`src/rtl/mips_pkg.sv`:
```
// Shared MIPS32 platform definitions: memory geometry, boot loader state and
// error encodings used by the program loader and the core.
package mips_pkg;

    localparam int unsigned MEM_DEPTH     = 1024;
    localparam logic [15:0] MAGIC_DEFAULT = 16'hB007;

    // Loader FSM encoding, kept as plain constants so older blocks can reuse it.
    typedef logic [2:0] loader_state_t;
    localparam loader_state_t ST_HDR  = 3'd0;
    localparam loader_state_t ST_DATA = 3'd1;
    localparam loader_state_t ST_CSUM = 3'd2;
    localparam loader_state_t ST_DONE = 3'd3;
    localparam loader_state_t ST_ERR  = 3'd4;

    localparam logic [1:0] ERR_TIMEOUT = 2'b00;
    localparam logic [1:0] ERR_MAGIC   = 2'b01;
    localparam logic [1:0] ERR_SIZE    = 2'b10;
    localparam logic [1:0] ERR_CSUM    = 2'b11;

    // True when n words starting at base stay inside a memory of depth words.
    function automatic logic frame_fits(input int unsigned base,
                                        input logic [15:0] n,
                                        input int unsigned depth);
        return (base + 32'(n)) <= depth;
    endfunction

endpackage

```
`src/rtl/mips_prog_loader.sv`:
```
// Boot-time program loader: framed stream (header, N words, checksum) into the
// core's unified memory, then releases core_run. Optional: LOADER_TIMEOUT_EN.
module mips_prog_loader
    import mips_pkg::*;
#(
    parameter int          ADDR_W      = 10,
    parameter int unsigned BASE_ADDR   = 0,
    parameter logic [15:0] MAGIC       = MAGIC_DEFAULT,
    parameter int          TIMEOUT_CYC = 1024
) (
    input  logic              clk1,
    input  logic              rst_n,
    input  logic              in_valid,
    input  logic [31:0]       in_data,
    output logic              in_ready,
    input  logic              restart,
    output logic              mem_we,
    output logic [ADDR_W-1:0] mem_addr,
    output logic [31:0]       mem_wdata,
    output logic              core_run,
    output logic              load_done,
    output logic              load_err,
    output logic [1:0]        err_code,
    output loader_state_t     dbg_state
);

    localparam int unsigned       DEPTH  = 32'd1 << ADDR_W;
    localparam logic [ADDR_W-1:0] BASE_A = ADDR_W'(BASE_ADDR);

    loader_state_t state;
    logic [15:0]   n_words;
    logic [15:0]   cnt;
    logic [31:0]   acc;
    logic          xfer;
    logic          timeout_hit;

    // Handshake: a word moves on a rising clk1 edge where in_valid && in_ready;
    // in_ready depends only on state, never on in_valid, and the source must
    // hold in_data stable while in_valid is high and in_ready is low.
    assign in_ready  = (state == ST_HDR) || (state == ST_DATA) || (state == ST_CSUM);
    assign xfer      = in_valid && in_ready;
    assign core_run  = (state == ST_DONE);
    assign load_done = (state == ST_DONE);
    assign load_err  = (state == ST_ERR);
    assign dbg_state = state;

`ifdef LOADER_TIMEOUT_EN
    localparam int IDLE_W = $clog2(TIMEOUT_CYC + 1);

    logic [IDLE_W-1:0] idle_cnt;
    logic              idle_active;

    // HDR is deliberately excluded: the loader may wait forever for a frame.
    assign idle_active = (state == ST_DATA) || (state == ST_CSUM);
    assign timeout_hit = idle_active && !xfer &&
                         (idle_cnt == IDLE_W'(TIMEOUT_CYC - 1));

    always_ff @(posedge clk1 or negedge rst_n) begin
        if (!rst_n) begin
            idle_cnt <= '0;
        end else if (!idle_active || xfer) begin
            idle_cnt <= '0;
        end else begin
            idle_cnt <= idle_cnt + 1'b1;
        end
    end
`else
    // Timer compiled out; the comparison is constant false.
    assign timeout_hit = (TIMEOUT_CYC < 0);
`endif

    always_ff @(posedge clk1 or negedge rst_n) begin
        if (!rst_n) begin
            state     <= ST_HDR;
            n_words   <= '0;
            cnt       <= '0;
            acc       <= '0;
            err_code  <= ERR_TIMEOUT;
            mem_we    <= 1'b0;
            mem_addr  <= '0;
            mem_wdata <= '0;
        end else begin
            mem_we <= 1'b0;
            case (state)
                ST_HDR: begin
                    if (xfer) begin
                        acc     <= in_data;
                        n_words <= in_data[15:0];
                        cnt     <= '0;
                        if (in_data[31:16] != MAGIC) begin
                            state    <= ST_ERR;
                            err_code <= ERR_MAGIC;
                        end else if (!frame_fits(BASE_ADDR, in_data[15:0], DEPTH)) begin
                            state    <= ST_ERR;
                            err_code <= ERR_SIZE;
                        end else if (in_data[15:0] == 16'd0) begin
                            state <= ST_CSUM;
                        end else begin
                            state <= ST_DATA;
                        end
                    end
                end
                ST_DATA: begin
                    if (xfer) begin
                        acc       <= acc + in_data;
                        mem_we    <= 1'b1;
                        mem_addr  <= BASE_A + cnt[ADDR_W-1:0];
                        mem_wdata <= in_data;
                        cnt       <= cnt + 16'd1;
                        if (cnt == n_words - 16'd1) begin
                            state <= ST_CSUM;
                        end
                    end else if (timeout_hit) begin
                        state    <= ST_ERR;
                        err_code <= ERR_TIMEOUT;
                    end
                end
                ST_CSUM: begin
                    if (xfer) begin
                        if (in_data == acc) begin
                            state <= ST_DONE;
                        end else begin
                            state    <= ST_ERR;
                            err_code <= ERR_CSUM;
                        end
                    end else if (timeout_hit) begin
                        state    <= ST_ERR;
                        err_code <= ERR_TIMEOUT;
                    end
                end
                ST_DONE, ST_ERR: begin
                    if (restart) begin
                        state    <= ST_HDR;
                        err_code <= ERR_TIMEOUT;
                        cnt      <= '0;
                        acc      <= '0;
                    end
                end
                default: begin
                    state <= ST_HDR;
                end
            endcase
        end
    end

endmodule
```
`config.mk`:
```
export PLATFORM = sky130hd
export DESIGN_NAME = mips_prog_loader
export DESIGN_NICKNAME = d
export VERILOG_FILES = /design/src/rtl/mips_pkg.sv /design/src/rtl/mips_prog_loader.sv
export SDC_FILE = /design/constraint.sdc
export NUM_CORES = 1
export LEC_CHECK = 0
export BUFFER_PORTS_ARGS = -buffer_cell sky130_fd_sc_hd__buf_2
export CAP_MARGIN = 40
export CORE_ASPECT_RATIO = 1.75
export CORE_MARGIN = 1.5
export CORE_UTILIZATION = 59
export CTS_CLUSTER_DIAMETER = 120
export DETAILED_ROUTE_END_ITERATION = 16
export GPL_TIMING_DRIVEN = 1
export PLACE_DENSITY = 0.88
export REMOVE_ABC_BUFFERS = 1
export SKIP_LAST_GASP = 1
export SYNTH_ARGS = -nofsm -noshare
export SYNTH_HDL_FRONTEND = slang
export SYNTH_SLANG_ARGS = --single-unit
```
`constraint.sdc`:
```
create_clock -name clk1 -period 3.5 [get_ports clk1]
set_clock_uncertainty 0.05 [all_clocks]
set_input_delay 0.35 -clock clk1 [delete_from_list [all_inputs] [get_ports clk1]]
set_output_delay 0.35 -clock clk1 [all_outputs]
set_load 0.02 [all_outputs]
```
-- Yosys cells after proc, flatten, opt, wreduce, memory -nomap -nowiden
Cells that the tools add are included.
- register bits: 112
- output and inout port bits: 52
- $add $sub $neg: 3
- magnitude comparators: 1
- equality and inequality tests: 14
- mux-type cells: 27
- reduce and logical (&&, ||, !) cells: 13
- operators by type and width (operator ; count):
    $mux 32 ; 3
    $pmux 32 s3 ; 1
    $mux 16 ; 3
    $pmux 16 s3 ; 1
    $add 32x32->32 ; 1
    $eq 32x32->1 ; 1
    $mux 3 ; 8
    $add 16x1->16 const B ; 1
    $eq 16x16->1 ; 1
    $le 16x11->1 const B ; 1
    $logic_not 16->1 ; 1
    $ne 16x16->1 const B ; 1
    $sub 16x1->16 const B ; 1
    $mux 2 ; 7
    $pmux 3 s4 ; 1
    $ne 2x2->1 const B ; 5
    $eq 3x2->1 const B ; 2
    $pmux 2 s3 ; 1
    $reduce_and 6->1 ; 1
    $reduce_bool 3->1 ; 2
    $reduce_and 5->1 ; 1
    $reduce_and 2->1 ; 2
    $reduce_and 4->1 ; 1
    $eq 3x1->1 const B ; 1
    8 further kinds ; 10

-- Depth between registers and ports, before layout
Gate-level depths: netlist of run 1.
- depth in word-level cells: 6
- gate-level depth with buffers: 10
- depth with buffers taken out: 10

-- Worst setup path before layout of run 1
No wires, ideal clock.
- path type: register to register
- start point: register acc[1]
- end point: register acc[31]
- setup time: 126 ps
- arrival: 2434 ps
- path slack: 890 ps
- cell stages (with the launch flop): 10
- path buffers: 0
- cells stage by stage: dfrtp_1 ha_1 a211o_1 a211oi_1 a2111oi_2 o21ai_1 nor4b_1 nor4_1 o31a_1 a221o_1
- longest elaborated chain between the ends: 3
- ends and longest elaborated chain (what ; RTL line ; RTL):
    start: declaration ; mips_prog_loader.sv:33 ; logic [31:0] acc;
    start signal: assignment ; mips_prog_loader.sv:87 ; acc <= in_data;
    start signal: assignment ; mips_prog_loader.sv:105 ; acc <= acc + in_data;
    $add 32x32->32 ; mips_prog_loader.sv:105 ;
    $mux 32 ; mips_prog_loader.sv:104 ; if (xfer) begin
    $pmux 32 s3 ; mips_prog_loader.sv:84 ; case (state)
No other way between the ends. The select of a mux whose other input is x is not followed.
A chain may end at the register's enable or synchronous reset.

-- Worst setup path in the final report of run 1
Ends and elaborated chain as after synthesis.

==> metrics.md, run 1 <==
| Metric | Value |
|---|---|
| Htree depth | `3` |
| Die Width | `86.2 um` |
| Area fraction of the dominant cell type after synthesis | `39.2%` |
| CP max stage delay | `0.43 ns` |
| Clk sinks | `112` |
| DR vias/cell | `6.43` |
| Slew @ Worst Pin | `approximately 0.87 ns` |
| Max Cap Viol | `0` |
| CTS tree | `built` |
| # DRC | `0` |
| Cell area after synthesis | `around 0.0071 mm2` |
| Initial antenna violation count | `0` |
| CTS clock-pin slew for the worst setup and hold paths | `0.08 ns` |
| Reg2reg path depth | `9` |
| Clock Latency Late Sink | `0.36 ns` |
| Yosys cell types | `66` |
| RSZ-0062 raised after global routing | `no` |
| WL/cell | `18.6 um` |
| Post-CTS sizing | `0` |
| Worst endpoint required time | `3.70 ns` |
| R2R Setup Slk | `0.60 ns` |
| Sequential share of the synthesized area | `39.2%` |
| Power Density | `approximately 730 mW/mm2` |
| EDFF count, synth | `0` |
| Synthesized instance count | `859` |
| Total grt overflow | `0` |
| Fmax achieved | `between 300 and 400 MHz` |
| Worst setup path endpoint | `acc[31]` |
| WS Path Type | `flip-flop to flip-flop` |
| Slew headroom | `42.0%` |
| Synth area leader | `dfrtp_1` |
| Worst-path cell chain | `ha_1 -> a211o_1 -> a211oi_1 -> a2111oi_2 -> o21ai_1 -> nor4b_1 -> nor4_1 -> o31a_1 -> a221o_1` |
| Die area | `0.0128 mm2` |
| Largest fanout on the critical path | `3` |
| Hold-fix buffers, CTS | `0` |
| Num rows | `53` |
| HPWL Detailed | `roughly 14000 um` |
| Area growth syn-to-layout | `11.4%` |
| I/O Pins | `just under 90` |
| FF+latch count, synth | `112` |
| Startpoint types | `flip-flop` |
| Post-Route WL | `roughly 20000 um` |
| Tcrit/Tclk final | `82.9%` |
| Share of cells above drive strength 1 | `between 10% and 20%` |
| Clock root buffer master | `clkbuf_16` |
| Leak Pwr | `3.89 nW` |
| Global placer's final weighted congestion | `0.991` |
| Worst path arrival time | `between 3 and 4 ns` |
| Detail Route Antenna Nets | `0` |
| Clock buffer count from CTS | `9` |
| Number of global-route vias before repair | `about 6.8k` |
| TNS Setup | `0 ns` |
| Most used DFF post-synth | `dfrtp_1` |
| Final Max Tran Viols | `0` |
| Number of port buffers | `87` |
| Met3 wire len | `1070 um` |
| DR top layer | `met4` |
| Nets | `989` |
| Status | `complete, no violations` |
| Starting Density | `between 50% and 60%` |
| Met1 Wirelength | `6940 um` |
| Iteration-0 DRC count of the detailed router | `about 530` |
| Asr flop ratio synth | `100%` |
| Mean cell area of the mapped netlist | `8.32 um2` |
| Reg2reg end | `acc[31]` |
| Minimum clock period | `between 2 and 3 ns` |
| First-pass GRT wire length | `32600 um` |
| Setup bufs post-CTS | `0` |
| Worst Setup SP | `acc[1]` |
| Fin. Hold Viols | `0` |
| HP Class | `primary input to asynchronous set/reset pin` |
| DR pass1 iterations | `5` |
| Syn. warnings | `0` |
| WL met2 | `10700 um` |
| Total Power | `5.83 mW` |
| Clock buffer depth | `2` |
| N_diodes | `0` |
| Die Y | `149 um` |
| CP Capture Type | `flip-flop` |
| Synth area leaders | `dfrtp_1, nand2_1, ha_1, nor2_1, a21oi_1` |
| Final setup vio count | `0` |
| VDD IR max | `0.000442 V` |
| Slowest-stage cell, CP | `dfrtp_1` |
| Largest net degree at the start of global routing | `60` |
| Core ar. | `~0.012 mm2` |
| Vias | `roughly 7k` |
| Place WS | `0.504 ns` |
| Commonest cells after routing, fill and taps aside | `nand2_1, dfrtp_1, nor2_1` |
| Final setup margin | `between 0.6 and 0.7 ns` |
| Total GRT Usage | `32.2%` |
| Reg2reg start | `acc[1]` |
| Most common cell after layout, fill and taps aside | `nand2_1` |
[Yosys cell counts, types with 3 or more instances]
library cell and n:
nand4_1 11, inv_1 15, o211ai_1 6, or3_1 5, nand2b_1 10, nor2_1 88, nor4_1 17, ha_1 33
and3_1 16, dfrtp_1 112, nor2b_1 5, o22ai_1 9, o21ai_0 42, mux2_2 18, a21o_1 9, mux2i_1 6
xnor2_1 31, o21a_1 4, a21oi_1 59, clkbuf_1 44, nand3_1 26, nor3_1 9, xor2_1 15, nand2_1 176
a211oi_1 7, a221oi_1 18, a31oi_1 7, nor3b_1 4, o31ai_1 3, a22oi_1 3
[cell families (layout without fill, tap and decap cells)]
kind of cell | Yosys count | count (layout) | synth area share [%]
compound gates | 194 | 194 | 17.4
xor+xnor | 46 | 46 | 5.64
fa+ha+maj | 34 | 34 | 6.06
buf+inv | 68 | 133 | 3.94
flops | 112 | 112 | 39.2
mux | 24 | 24 | 3.68
simple gates | 381 | 381 | 24.1
[flip-flops by register name (all words and copies together) (netlist names)]
name and count:
acc 32, mem_wdata 32, cnt 16, n_words 16
mem_addr 10, dbg_state 3, err_code 2, mem_we 1
[metal layers]
layer	vias up	global-route usage, %
met5	-	0
met2	290	57.9
met4	0	18.6
li1	3164	-
met3	85	4.99
met1	3279	35.3
[stage by stage]
| stage | area [um2] | hold WS (ns) | instances | util (%) |
|---|---|---|---|---|
| floorplan | 6930 | 0.00441 | 807 | - |
| CTS | 7970 | 0.0441 | 1061 | 66.7 |
| finish | 7970 | 0.0182 | 1061 | 66.7 |
| global placement | 7650 | 0.402 | 1044 | 64.1 |
| detailed placement | 7670 | 0.407 | 1045 | 64.2 |
| global route | 7970 | 0.0840 | 1061 | 66.7 |
[worst min-delay path by stage]
| stage | to | slack (ns) |
|---|---|---|
| 2_1_floorplan | acc[0] | 0.004 |
| 3_3_place_gp | mem_wdata[11] | 0.40 |
| 3_5_place_dp | mem_wdata[23] | 0.41 |
| 4_1_cts | err_code[0] | 0.04 |
| 5_1_grt | mem_wdata[6] | 0.08 |
| 6_report | mem_wdata[6] | 0.02 |
[worst max-delay path, delay by kind of cell (launching register included)]
family | cells | cell delay (ns)
AOI/OAI and AO/OA | 6 | 1.47
adders and majority gates | 1 | 0.32
DFF | 1 | 0.43
and+or+nand+nor | 2 | 0.51
[area by class of cell]
class	count	area [um2]
clock buffer	9	225
multi-input combinational	679	4070
fill	985	3970
tap	137	171
sequential	112	2800
clock inverter	7	72.6
inverter	16	60.1
timing repair buffer	101	563
[power breakdown]
group	leakage [nW]	switching (mW)	internal [mW]
clock network	0.143	0.540	0.507
logic	2.29	1.70	1.20
registers	1.45	0.298	1.58
total	3.89	2.54	3.29
No activity file was read; power rests on OpenSTA's default activity.
==> run 2, diff against run 1 <==
ABC_AREA = 1   (was unset)
CORE_UTILIZATION = 54   (was 59)
PLACE_DENSITY = 0.84   (was 0.88)
clock period = 2.4 ns   (was 3.5 ns; I/O delays follow)
==> run 2 against run 1 <==
Effect of this change: hold slack improved by 0.083 ns; die area increased by 17%; synthesized cell count increased by 31%; non-clock buffer count increased by 28; via count increased by 22%; sequential share of layout area decreased by 3.8 points; sequential power increased by 44%; sequential cell count unchanged; final cell count increased by 33%; power increased by 68%; clock power increased by 49%; critical path type unchanged.
==> metrics.md, run 2 <==
| Metric | Value |
|---|---|
| Synth area leaders | `dfrtp_1, nand2_1, a21oi_1, nor2_1, ha_1 (was dfrtp_1, nand2_1, ha_1, nor2_1, a21oi_1)` |
| Clock buffer count from CTS | `9 (unchanged)` |
| Commonest cells after routing, fill and taps aside | `nand2_1, nor2_1, a21oi_1 (was nand2_1, dfrtp_1, nor2_1)` |
| Power Density | `1100 mW/mm2 (was 732 mW/mm2)` |
| Area fraction of the dominant cell type after synthesis | `36.3% (was 39.2%)` |
| Initial antenna violation count | `0 (unchanged)` |
| Xor-xnor portion of the synthesized cell area | `1.93% (was 5.64%)` |
| Most common library cells after synthesis | `nand2_1, nor2_1, a21oi_1, dfrtp_1, inv_1 (was nand2_1, dfrtp_1, nor2_1, a21oi_1, clkbuf_1)` |
| Htree depth | `3 (unchanged)` |
| Die Width | `93.4 um (was 86.2 um)` |
| Asr flop ratio synth | `100% (unchanged)` |
| Worst path arrival time | `2.49 ns (was 3.10 ns)` |
| Total grt overflow | `0 (unchanged)` |
| CP Buf/Inv Count | `0 (unchanged)` |
| Starting Density | `55.5% (was 59.9%)` |
| # DRC | `0 (unchanged)` |
| CP Capture Type | `flip-flop (unchanged)` |
| RSZ-0062 raised after global routing | `yes (was no)` |
| Synthesized instance count | `1121 (was 859)` |
| VDD IR max | `0.000620 V (was 0.000442 V)` |
| Most used DFF post-synth | `dfrtp_1 (unchanged)` |
| Vias | `8315 (was 6818)` |
| Clock Latency Late Sink | `0.36 ns (about the same)` |
| Leak Pwr | `4.35 nW (was 3.89 nW)` |
| Largest fanout on the critical path | `6 (was 3)` |
| Nets | `1301 (was 989)` |
| Slew @ Worst Pin | `0.595 ns (was 0.870 ns)` |
| DR pass1 iterations | `6 (was 5)` |
| CP max stage delay | `0.40 ns (was 0.43 ns)` |
| N_diodes | `0 (unchanged)` |
| Post-Route WL | `25800 um (was 19800 um)` |
| Fmax achieved | `444 MHz (was 345 MHz)` |
| Adder-Cell Fraction of Synth Area | `5.61% (was 6.06%)` |
| CTS tree | `built (unchanged)` |
| Sequential share of the synthesized area | `36.3% (was 39.2%)` |
| Num rows | `57 (was 53)` |
| Syn. warnings | `0 (unchanged)` |
| Detail Route Antenna Nets | `0 (unchanged)` |
| DR vias/cell | `5.88 (was 6.43)` |
| Fin. Hold Viols | `0 (unchanged)` |
| Most common cell after layout, fill and taps aside | `nand2_1 (unchanged)` |
| Final setup vio count | `0 (unchanged)` |
| Clock buffer depth | `2 (unchanged)` |
| Simple-gate share of the synthesized area | `33.4% (was 24.1%)` |
| Final setup margin | `0.147 ns (was 0.600 ns)` |
| Synth area leader | `dfrtp_1 (unchanged)` |
| Worst-path cell chain | `ha_1 -> nand2_1 -> o21ai_0 -> a21oi_1 -> o21ai_1 -> nand2_1 -> nand3b_1 -> nand3_1 -> a21oi_1 (was ha_1 -> a211o_1 -> a211oi_1 -> a2111oi_2 -> o21ai_1 -> nor4b_1 -> nor4_1 -> o31a_1 -> a221o_1)` |
| Worst endpoint required time | `2.63 ns (was 3.70 ns)` |
| Mean cell area of the mapped netlist | `6.89 um2 (was 8.32 um2)` |
| Number of port buffers | `87 (unchanged)` |
| Multiplexer area fraction after synthesis | `0% (was 3.68%)` |
| Yosys cell types | `39 (was 66)` |
| Post-synthesis compound-gate area fraction | `15.9% (was 17.4%)` |
| TNS Setup | `0 ns (unchanged)` |
| Slowest-stage cell, CP | `dfrtp_1 (unchanged)` |
| Biggest regs | `acc: 32 flops, mem_wdata: 32 flops (unchanged)` |
| Status | `complete, no violations (unchanged)` |
| Cell area after synthesis | `0.00772 mm2 (was 0.00715 mm2)` |
| Top-count cell post-synth | `nand2_1 (unchanged)` |
| Clk sinks | `112 (unchanged)` |
| Total GRT Usage | `35.0% (was 32.2%)` |
| Minimum clock period | `2.25 ns (was 2.90 ns)` |
| Fill count | `1326 (was 985)` |
| Clock root buffer master | `clkbuf_16 (unchanged)` |
| Largest family of logic cells by synthesized area | `simple AND/OR/NAND/NOR gates (unchanged)` |
| EDFF count, synth | `0 (unchanged)` |
| Final Max Tran Viols | `0 (unchanged)` |
| Max Cap Viol | `0 (unchanged)` |
| Tcrit/Tclk final | `93.9% (was 82.9%)` |
| Largest net degree at the start of global routing | `50 (was 60)` |
| Slew headroom | `60.3% (was 42.0%)` |
| Number of global-route vias before repair | `8073 (was 6827)` |
| CTS clock-pin slew for the worst setup and hold paths | `0.08 ns (about the same)` |
| WS Path Type | `flip-flop to flip-flop (unchanged)` |
| HPWL Detailed | `20200 um (was 14400 um)` |
| Startpoint types | `flip-flop (unchanged)` |
| Final hold slack | `0.101 ns (was 0.0182 ns)` |
| Place WS | `0.0694 ns (was 0.504 ns)` |
| First-pass GRT wire length | `40000 um (was 32600 um)` |
| Area growth syn-to-layout | `15.6% (was 11.4%)` |
| Core ar. | `0.0139 mm2 (was 0.0119 mm2)` |
| Largest delay share family, worst path | `compound AO/OA/AOI/OAI gates (unchanged)` |
| Die area | `0.0150 mm2 (was 0.0128 mm2)` |
| WL/cell | `18.3 um (was 18.6 um)` |
| Die Y | `161 um (was 149 um)` |
| HP Class | `primary input to flip-flop (was primary input to asynchronous set/reset pin)` |
| I/O Pins | `88 (unchanged)` |
| Iteration-0 DRC count of the detailed router | `565 (was 529)` |
| Global placer's final weighted congestion | `1.09 (was 0.991)` |
| FF+latch count, synth | `112 (unchanged)` |
| Share of cells above drive strength 1 | `14.2% (was 15.6%)` |
run 2: cell count changes in the layout (fill, tap and decap cells not counted), moves of 21 or more:
cell / delta
a21oi_1: +61
buf_4: +25
nand3_1: +56
inv_1: +84
xnor2_1: -22
o21ai_0: +21
o21ai_1: +31
nor2_1: +36
nand2_1: +112
run 2: cells by family after synthesis:
group | count (synthesis)
DFF | 112
and+or+nand+nor | 590
adders and majority gates | 34
AOI/OAI and AO/OA | 234
buffers and inverters | 134
xor gates and xnor gates | 17
run 2: area by class of cell:
cell class / count / area, um2 / area share, %
Multi-Input combinational cell: 875 / 4400 / 49.3
Sequential cell: 112 / 2800 / 31.4
Timing Repair Buffer: 129 / 806 / 9.03
Inverter: 104 / 390 / 4.38
Clock buffer: 10 / 229 / 2.57
Tap cell: 177 / 221 / 2.48
Clock inverter: 6 / 68.8 / 0.771
run 2: worst min-delay path, cell delays in order:
cell and delay (ns):
buf_2 0.12, nand2_1 0.06, nand2_1 0.05
run 2: worst paths after layout:
path	end	start	slack (ns)	depth (start not counted)
worst min-delay path	mem_wdata[29]	in_data[29]	0.10	3
worst min register to register	mem_wdata[29]	mem_wdata[29]	0.42	2
worst max register to register	acc[22]	acc[12]	0.15	9
min in group asynchronous	n_words[10]	rst_n	0.36	2
worst max-delay path	acc[22]	acc[12]	0.15	9
max in group asynchronous	acc[29]	rst_n	1.19	3
run 2: power breakdown:
part	switching, mW	total [mW]	internal, mW
logic	3.65	5.51	1.86
registers	0.356	2.70	2.35
clock network	0.737	1.56	0.820
run 2: timing repair:
item / in CTS / in global routing
setup buffers: 0 / 1
hold buffers: 1 / 0
hold endpoints to repair: 39 / 0
setup endpoints to repair: 0 / 8
gates resized for setup: 0 / 5
run 2: through the flow:
stage                     instance area [um2]  instances  total power [mW]  util, %
after CTS                                8900       1412              9.63     64.0
after global placement                   8590       1395              7.99     61.8
after detailed placement                 8590       1395              8.06     61.8
after floorplan                          7580       1091              6.24        -
after global routing                     8920       1413              10.5     64.1
final                                    8920       1413              9.77     64.1
run 2: routing by layer:
metal,GRT usage (%),vias up,part of all wire (%)
met5,0,-,0
met4,29.2,0,8.9
met3,4.57,127,4.8
met2,64.0,340,53
met1,33.5,3873,33
li1,-,3975,-
==> run 3, diff against run 2 <==
CORE_UTILIZATION = 55   (was 54)
CTS_BUF_LIST = sky130_fd_sc_hd__clkbuf_2 sky130_fd_sc_hd__clkbuf_4 sky130_fd_sc_hd__clkbuf_8   (was unset)
PLACE_DENSITY = 0.79   (was 0.84)
==> run 3 against run 2 <==
Effect of this change: non-clock buffer count fell by 4; via count fell by 1.6%; fmax is 2.0% lower; sequential power barely moved; register-to-register slack got worse by 0.05 ns; clock power shrank 27%; sequential share of layout area increased by 0.59 points; power shrank 5.3%; final cell count down 0.28%; sequential cell count unchanged; critical path type unchanged; largest power group unchanged.
==> metrics.md, run 3 (synthesis gave the netlist of run 2 again) <==
| Metric | Value |
|---|---|
| Post-Route WL | `25900 um (was 25800 um)` |
| CP Buf/Inv Count | `1 (was 0)` |
| WS Path Type | `flip-flop to flip-flop (unchanged)` |
| Clock buffer count from CTS | `9 (unchanged)` |
| Iteration-0 DRC count of the detailed router | `480 (was 565)` |
| Startpoint types | `flip-flop (unchanged)` |
| WL/cell | `18.3 um (about the same)` |
| Most common cell after layout, fill and taps aside | `nand2_1 (unchanged)` |
| Leak Pwr | `4.25 nW (was 4.35 nW)` |
| Minimum clock period | `2.30 ns (was 2.25 ns)` |
| Commonest cells after routing, fill and taps aside | `nand2_1, nor2_1, a21oi_1 (unchanged)` |
| Slew @ Worst Pin | `0.689 ns (was 0.595 ns)` |
| Vias | `8183 (was 8315)` |
| Worst endpoint required time | `2.63 ns (about the same)` |
| # DRC | `0 (unchanged)` |
| Die Y | `160 um (was 161 um)` |
| CTS clock-pin slew for the worst setup and hold paths | `0.11 ns (was 0.08 ns)` |
| CTS tree | `built (unchanged)` |
| Final setup vio count | `0 (unchanged)` |
| Worst path arrival time | `2.53 ns (was 2.49 ns)` |
| Worst Hold Depth | `3 (unchanged)` |
| Fmax achieved | `435 MHz (was 444 MHz)` |
| Nets | `1297 (was 1301)` |
| Number of global-route vias before repair | `8094 (was 8073)` |
| Slew headroom | `54.1% (was 60.3%)` |
| Fill count | `1345 (was 1326)` |
| Place WS | `0.120 ns (was 0.0694 ns)` |
| Total Power | `9.25 mW (was 9.77 mW)` |
| HP Class | `primary input to flip-flop (unchanged)` |
| DR vias/cell | `5.81 (was 5.88)` |
| TNS Setup | `0 ns (unchanged)` |
| Worst-path cell chain | `ha_1 -> a21oi_1 -> o21ai_0 -> nor2_1 -> o21ai_1 -> buf_4 -> o21ai_0 -> a21oi_1 (was ha_1 -> nand2_1 -> o21ai_0 -> a21oi_1 -> o21ai_1 -> nand2_1 -> nand3b_1 -> nand3_1 -> a21oi_1)` |
| Final Non-Filler Cells | `1409 (was 1413)` |
| Critical path depth | `8 (was 9)` |
| Status | `complete, no violations (unchanged)` |
| RSZ-0062 raised after global routing | `yes (unchanged)` |
| Clk sinks | `112 (unchanged)` |
| Total GRT Usage | `35.7% (was 35.0%)` |
| Final hold slack | `0.0541 ns (was 0.101 ns)` |
| Die area | `0.0148 mm2 (was 0.0150 mm2)` |
| Clock buffer depth | `2 (unchanged)` |
| Final Max Tran Viols | `0 (unchanged)` |
| Final setup margin | `0.101 ns (was 0.147 ns)` |
| First-pass GRT wire length | `40200 um (was 40000 um)` |
| Clock Latency Late Sink | `0.40 ns (was 0.36 ns)` |
| Max Cap Viol | `0 (unchanged)` |
| Number of port buffers | `87 (unchanged)` |
| Reg2reg path depth | `8 (was 9)` |
| Total grt overflow | `0 (unchanged)` |
| Fin. Hold Viols | `0 (unchanged)` |
| Tcrit/Tclk final | `95.8% (was 93.9%)` |
| Slowest-stage cell, CP | `dfrtp_1 (unchanged)` |
| Area growth syn-to-layout | `13.4% (was 15.6%)` |
| N_diodes | `0 (unchanged)` |
| Num rows | `57 (unchanged)` |
| Clock root buffer master | `clkbuf_8 (was clkbuf_16)` |
| Detail Route Antenna Nets | `0 (unchanged)` |
| Die Width | `92.6 um (was 93.4 um)` |
| Core ar. | `0.0138 mm2 (was 0.0139 mm2)` |
| VDD IR max | `0.000574 V (was 0.000620 V)` |
| HPWL Detailed | `20100 um (was 20200 um)` |
| Power Density | `1060 mW/mm2 (was 1100 mW/mm2)` |
| Biggest regs | `acc: 32 flops, mem_wdata: 32 flops (unchanged)` |
| Initial antenna violation count | `0 (unchanged)` |
| I/O Pins | `88 (unchanged)` |
| Largest delay share family, worst path | `compound AO/OA/AOI/OAI gates (unchanged)` |
| CP max stage delay | `0.40 ns (about the same)` |
| Htree depth | `3 (unchanged)` |
| Share of cells above drive strength 1 | `14.0% (was 14.2%)` |
| Starting Density | `56.1% (was 55.5%)` |
| Largest fanout on the critical path | `6 (unchanged)` |
| Global placer's final weighted congestion | `1.01 (was 1.09)` |
| Largest net degree at the start of global routing | `62 (was 50)` |
| DR pass1 iterations | `8 (was 6)` |
| Placed cells | `1392 (was 1395)` |
| CP Capture Type | `flip-flop (unchanged)` |
-- run 3: cell types whose count changed in the layout (fill, tap and decap cells not counted), moves of 2 or more --
cell / change
buf_4: -2
clkbuf_16: -9
clkinv_2: -2
clkbuf_8: +10
buf_12: -2
clkinv_4: -2
clkinvlp_4: +4
-- run 3: through the flow --
stage / cell area [um2] / utilization [%]
3_3_place_gp: 8540 / 62.1
6_report: 8750 / 63.6
4_1_cts: 8740 / 63.5
2_1_floorplan: 7580 / -
3_5_place_dp: 8540 / 62.1
5_1_grt: 8750 / 63.6
-- run 3: per-layer routing --
metal	vias to the layer above	global-route usage (%)	share of wire [%]
met2	319	65.4	53
met3	137	4.38	4.2
met4	0	31.5	9.5
li1	3956	-	-
met1	3771	33.7	33
met5	-	0	0
-- run 3: timing repair --
| item | in CTS | in global routing |
|---|---|---|
| hold endpoints to repair | 112 | 0 |
| buffers inserted | 0 | 0 |
| hold buffers | 1 | 0 |
| setup endpoints to repair | 0 | 9 |
| resized for setup | 0 | 5 |
-- run 3: final timing paths --
kind	slack [ns]	from	to
worst max-delay path	0.10	acc[5]	acc[14]
worst max register to register	0.10	acc[5]	acc[14]
worst min-delay path	0.05	in_data[18]	mem_wdata[18]
min in group asynchronous	0.30	rst_n	mem_wdata[8]
max in group asynchronous	1.36	rst_n	acc[22]
worst min register to register	0.43	mem_wdata[29]	mem_wdata[29]
-- run 3: layout make-up --
class / count / area, um2 / area share [%]
multi-input cells: 875 / 4400 / 50.3
flip-flops and latches: 112 / 2800 / 32.0
repair buffers: 125 / 751 / 8.58
inverters: 104 / 390 / 4.46
well taps: 177 / 221 / 2.53
clock buffers: 11 / 145 / 1.66
clock inverters: 5 / 41.3 / 0.472
-- run 3: worst register-to-register path: stages, from the launching register on --
cell and delay (ns):
dfrtp_1 0.40, ha_1 0.36, a21oi_1 0.31, o21ai_0 0.18, nor2_1 0.23, o21ai_1 0.15
buf_4 0.17, o21ai_0 0.24, a21oi_1 0.10
-- run 3: where the power goes --
| group | total [mW] | leakage, nW | internal (mW) | switching (mW) |
|---|---|---|---|---|
| Clock | 1.14 | 0.0831 | 0.426 | 0.712 |
| Sequential | 2.70 | 1.41 | 2.34 | 0.360 |
| Combinational | 5.41 | 2.76 | 1.79 | 3.62 |
